### config.mk
export PLATFORM = sky130hd
export DESIGN_NAME = codificador_prioridad_n
export DESIGN_NICKNAME = d
export VERILOG_FILES = /design/src/rtl/codificador_prioridad_n.sv
export SDC_FILE = /design/constraint.sdc
export NUM_CORES = 1
export LEC_CHECK = 0
export BUFFER_PORTS_ARGS = -buffer_cell sky130_fd_sc_hd__buf_2
export CAP_MARGIN = 20
export CORE_MARGIN = 2
export CORE_UTILIZATION = 45
export CTS_CLUSTER_SIZE = 14
export DETAILED_ROUTE_END_ITERATION = 6
export PLACE_DENSITY = 0.72
export SYNTH_ARGS = -nofsm -noshare
export SYNTH_HDL_FRONTEND = slang
export SYNTH_SLANG_ARGS = --single-unit
### constraint.sdc
create_clock -name clk -period 2.4 [get_ports clk]
set_clock_uncertainty 0.05 [all_clocks]
set_input_delay 0.12 -clock clk [delete_from_list [all_inputs] [get_ports clk]]
set_output_delay 0.12 -clock clk [all_outputs]
set_load 0.02 [all_outputs]
### src/rtl/codificador_prioridad_n.sv
// Registered N-to-log2(N) priority encoder: captures request pulses and offers one pending index at a time.
// Latency: a request seen at edge t is offered (valido=1) after edge t+1; back-to-back offers give one per cycle.
// Backpressure: Salida is frozen while valido && !listo; the pending register keeps capturing new requests.
//
// Ports:
//   clk, rst_n  - rising-edge clock, asynchronous active-low reset
//   X           - request lines, level-sampled every cycle and OR-ed into the pending register
//   limpiar     - synchronous clear of pending requests and of the current offer (beats everything else)
//   listo       - consumer ready; a transfer happens on an edge where valido && listo
//   Salida      - offered index (holds its last value while valido=0)
//   valido      - Salida carries a valid pending index
//   pendientes  - pending-request register
//
// Build option: define CODIFICADOR_RR_EN for round-robin selection; otherwise the highest index always wins.
module codificador_prioridad_n #(
    parameter int N = 8
) (
    input  logic                 clk,
    input  logic                 rst_n,
    input  logic [N-1:0]         X,
    input  logic                 limpiar,
    input  logic                 listo,
    output logic [$clog2(N)-1:0] Salida,
    output logic                 valido,
    output logic [N-1:0]         pendientes
);

    localparam int W = $clog2(N);
    localparam logic [N-1:0] UNO = N'(1);

    typedef enum logic {
        ESPERA = 1'b0,
        OFRECE = 1'b1
    } estado_t;

    estado_t        estado;
    estado_t        estado_sig;
    logic [W-1:0]   salida_q;
    logic [W-1:0]   salida_sig;
    logic [N-1:0]   pend_q;
    logic [N-1:0]   pend_sig;
    logic [N-1:0]   pend_tras;
    logic [N-1:0]   mascara;
    logic           traspaso;
    logic [W-1:0]   sel_espera;
    logic [W-1:0]   sel_tras;

    // A transfer only counts when it is not overridden by limpiar.
    assign traspaso  = (estado == OFRECE) && listo && !limpiar;
    assign mascara   = traspaso ? (UNO << salida_q) : '0;
    // New requests are OR-ed in after the clear, so a re-request of the
    // index being serviced keeps its pending bit set.
    assign pend_tras = (pend_q & ~mascara) | X;
    assign pend_sig  = limpiar ? '0 : pend_tras;

`ifdef CODIFICADOR_RR_EN
    // Search downward from 'inicio', wrapping from 0 to N-1; first set bit wins.
    function automatic logic [W-1:0] sel_rr(input logic [N-1:0] p, input logic [W-1:0] inicio);
        logic [W-1:0] r;
        logic         hallado;
        int           idx;
        r       = inicio;
        hallado = 1'b0;
        for (int k = 0; k < N; k++) begin
            idx = int'(inicio) - k;
            if (idx < 0) begin
                idx = idx + N;
            end
            if (!hallado && (|(p & (UNO << idx)))) begin
                r       = W'(idx);
                hallado = 1'b1;
            end
        end
        return r;
    endfunction

    // 'puntero' is where the next search starts, i.e. one below the last
    // transferred index. It starts at N-1 so the first search matches the
    // fixed-priority order.
    logic [W-1:0] puntero;
    logic [W-1:0] puntero_tras;

    assign puntero_tras = (salida_q == '0) ? W'(N - 1) : (salida_q - 1'b1);
    assign sel_espera   = sel_rr(pend_q, puntero);
    // The follow-up offer after a transfer already uses the advanced pointer.
    assign sel_tras     = sel_rr(pend_tras, puntero_tras);

    always_ff @(posedge clk or negedge rst_n) begin
        if (!rst_n) begin
            puntero <= W'(N - 1);
        end else if (traspaso) begin
            puntero <= puntero_tras;
        end
    end
`else
    // Highest set index wins.
    function automatic logic [W-1:0] sel_fija(input logic [N-1:0] p);
        logic [W-1:0] r;
        r = '0;
        for (int i = 0; i < N; i++) begin
            if (|(p & (UNO << i))) begin
                r = W'(i);
            end
        end
        return r;
    endfunction

    assign sel_espera = sel_fija(pend_q);
    assign sel_tras   = sel_fija(pend_tras);
`endif

    // Next-state and offer logic.
    always_comb begin
        estado_sig = estado;
        salida_sig = salida_q;
        case (estado)
            ESPERA: begin
                // Only the registered pending set is considered here, which
                // gives the two-edge request-to-offer latency.
                if (!limpiar && (|pend_q)) begin
                    salida_sig = sel_espera;
                    estado_sig = OFRECE;
                end
            end
            OFRECE: begin
                if (limpiar) begin
                    estado_sig = ESPERA;
                end else if (listo) begin
                    if (|pend_tras) begin
                        salida_sig = sel_tras;
                    end else begin
                        estado_sig = ESPERA;
                    end
                end
                // !listo: offer frozen, higher-priority arrivals just queue up.
            end
            default: begin
                estado_sig = ESPERA;
            end
        endcase
    end

    always_ff @(posedge clk or negedge rst_n) begin
        if (!rst_n) begin
            estado   <= ESPERA;
            salida_q <= '0;
            pend_q   <= '0;
        end else begin
            estado   <= estado_sig;
            salida_q <= salida_sig;
            pend_q   <= pend_sig;
        end
    end

    assign Salida     = salida_q;
    assign valido     = (estado == OFRECE);
    assign pendientes = pend_q;

    // Offer must not move while the consumer is stalling.
    property p_salida_estable;
        @(posedge clk) disable iff (!rst_n)
            (valido && !listo && !limpiar) |=> $stable(Salida);
    endproperty
    a_salida_estable: assert property (p_salida_estable);

    // Codes above N-1 are never offered.
    property p_salida_rango;
        @(posedge clk) disable iff (!rst_n)
            valido |-> (int'(Salida) < N);
    endproperty
    a_salida_rango: assert property (p_salida_rango);

endmodule

==> flow_metrics.tcl <==
set metrics [dict create \
    internal_power_mw 0.3963 \
    final-seq-area_um2 300.3 \
    synthTopCellsByArea "dfrtp_1, nor2_1, mux2_4, a2bb2oi_4, o22ai_2" \
    worstSetupPathType "register to register" \
    die_y_um 44.57 \
    final_cell_mix "buf_2, nor2_1, dfrtp_1, buf_4, a21oi_1" \
    power.total_mw 0.5897 \
    drv_cap 0 \
    grt_pass1_vias 682 \
    outcome "complete, no violations" \
    grt_max_degree 14 \
    root_buffer "clkbuf_4" \
    worstPathRequired_ns 2.52 \
    initial_core_util_pct 48.60 \
    overflow 0 \
    synthCells 72 \
    cp-start-kind "register" \
    critPathCaptureType "register" \
    gp_routability_congestion 0.8162 \
    synth_top_area_share_pct 40.54 \
    dr.first_iter.drc_count 16 \
    numCtsBuffers 3 \
    antenna_found_initial 0 \
    finalCritPeriodShare_pct 94.21 \
    worst_hold_path_type "input pin to register" \
    place_area_um2 902.1 \
    synthesis.area_um2 740.7 \
    drc 0 \
    post-route-min-period_ns 2.261 \
    yosys_warnings 0 \
    final_common_cell "buf_2" \
    ioPinCount 24 \
    rsz0062_at_grt "false" \
    maxSlewViolCount 0 \
    wl_per_cell_um 15.14 \
    p_clk_share_pct 27.9 \
    p_leak_nw 0.4259 \
    clockBufferDepth 2 \
    syn_to_final_growth_pct 28.89 \
    ant_nets 0 \
    cts.sinks 12 \
    switching_power_mw 0.1934 \
    slew_headroom_pct 75.89 \
    clk_pin_slew_ns 0.07 \
    dieArea_um2 1986 \
    tns_ns 0 \
    async_flop_share_pct 100.0 \
    syn_nets 84 \
    hold_viol 0 \
    nFillCells 138 \
    setup_viol_count_final 0 \
    ir_worst_vdd_uv 318.5 \
    die_w_um 44.57 \
    yosys.area.top_type "dfrtp_1" \
    grt_use_total_pct 21.20 \
    dr.pass1.iters 6 \
    tightest_slew_ns 0.3584 \
    vias_per_cell 5.824 \
    arrival_ns 2.38 \
    nets 116 \
    cts_tree "done" \
    postSynthAreaPerCell_um2 10.29 \
    drive_above_1_share_pct 40.78 \
    wl_mm 1.802 \
    swShare_pct 32.79 \
    ys_ff_latch 12 \
    pwr-share-comb_pct 29.2 \
    numPortBuffers 23 \
    dp_hpwl_mm 1.410 \
    cp_max_fo 10 \
    core_area_um2 1524 \
    powerDensity_nw_per_um2 617.7 \
    multi_input_comb_area_um2 431.7 \
    clk_latency_ns 0.28 \
    ys_seq_area_share_pct 40.54 \
    htree_levels 1 \
    pwr-share-seq_pct 42.9 \
    diodes 0 \
    synthFlopType "dfrtp_1" \
    fmax_mhz 442.3 \
    final_area_um2 954.7 \
    synth_edf_count 0 \
    vias 693 \
    grt_pass1_wl_mm 3.049 \
    rows 14 \
    ys_types 33 \
]
## cells by family (layout without fill, tap and decap cells)
group / Yosys count / in the layout / share of synthesized area, %
muxes: 4 / 4 / 7.432
AOI/OAI and AO/OA: 16 / 16 / 18.92
buffers and inverters: 3 / 34 / 2.026
and+or+nand+nor: 37 / 37 / 31.08
DFF: 12 / 12 / 40.54
## cell type report
class | instances | share of cell area [%]
multi-input cells | 57 | 45.22
well taps | 16 | 2.097
inverters | 1 | 0.3932
flip-flops and latches | 12 | 31.45
repair buffers | 29 | 17.04
clock buffers | 4 | 3.801
## critical path, stage by stage, from the launching register on
cell	delay, ns
dfrtp_1	0.48
or3b_1	0.43
o22ai_2	0.17
and4_1	0.24
and4b_4	0.26
a2bb2oi_4	0.20
mux2_4	0.31
## through the flow
step	hold WS, ns	worst slack, ns	cells	utilization [%]
global route	0.05639	0.02259	119	62.64
global placement	-0.03672	0.1586	114	59.20
floorplan	-0.2256	0.1863	72	-
detailed placement	-0.03298	0.1103	114	59.20
finish	0.05501	0.1389	119	62.64
CTS	0.04861	0.09175	119	62.23
## power groups by stage
| stage | clock network (mW) | logic [mW] | registers [mW] |
|---|---|---|---|
| after floorplan | 0 | 0.0804 | 0.278 |
| after global placement | 0 | 0.168 | 0.256 |
| after detailed placement | 0 | 0.170 | 0.257 |
| after CTS | 0.165 | 0.172 | 0.253 |
| after global routing | 0.175 | 0.189 | 0.259 |
| final | 0.164 | 0.172 | 0.253 |
## registers in the layout, summed over array words and instances, names as in the netlist
signal and flops:
pendientes 8, valido 1, Salida 3
## cells in the mapped netlist (2+ instances only)
master	n
mux2_4	3
nor2b_1	3
nand3b_1	3
o22ai_2	2
nor4_1	2
a21oi_1	4
nor3_1	2
nor3b_1	2
or3b_1	2
nor2_1	14
dfrtp_1	12
o22ai_1	2
## worst paths after layout
kind	startpoint	to	slack, ns	cells past startpoint
max in group asynchronous	rst_n	pendientes[0]	1.90	2
worst min-delay path	listo	valido	0.06	2
worst max-delay path	Salida[1]	Salida[1]	0.14	6
min in group asynchronous	rst_n	pendientes[7]	0.19	2
worst min register to register	Salida[2]	Salida[2]	0.58	1
worst max register to register	Salida[1]	Salida[1]	0.14	6
## per-layer routing
layer | vias up | share of wire, % | global-route usage, %
li1 | 334 | - | -
met1 | 325 | 44 | 28.28
met2 | 29 | 46 | 33.62
met3 | 5 | 8.1 | 4.490
met4 | 0 | 1.9 | 7.879
met5 | - | 0 | 0
## what timing repair did
action / CTS / global route
resized for setup: 0 / 1
buffers inserted: 0 / 0
hold buffers: 1 / 0
hold endpoints to repair: 12 / 0
endpoints found under the setup margin: 0 / 3
Note: power is estimated with default switching activity, not from simulation.
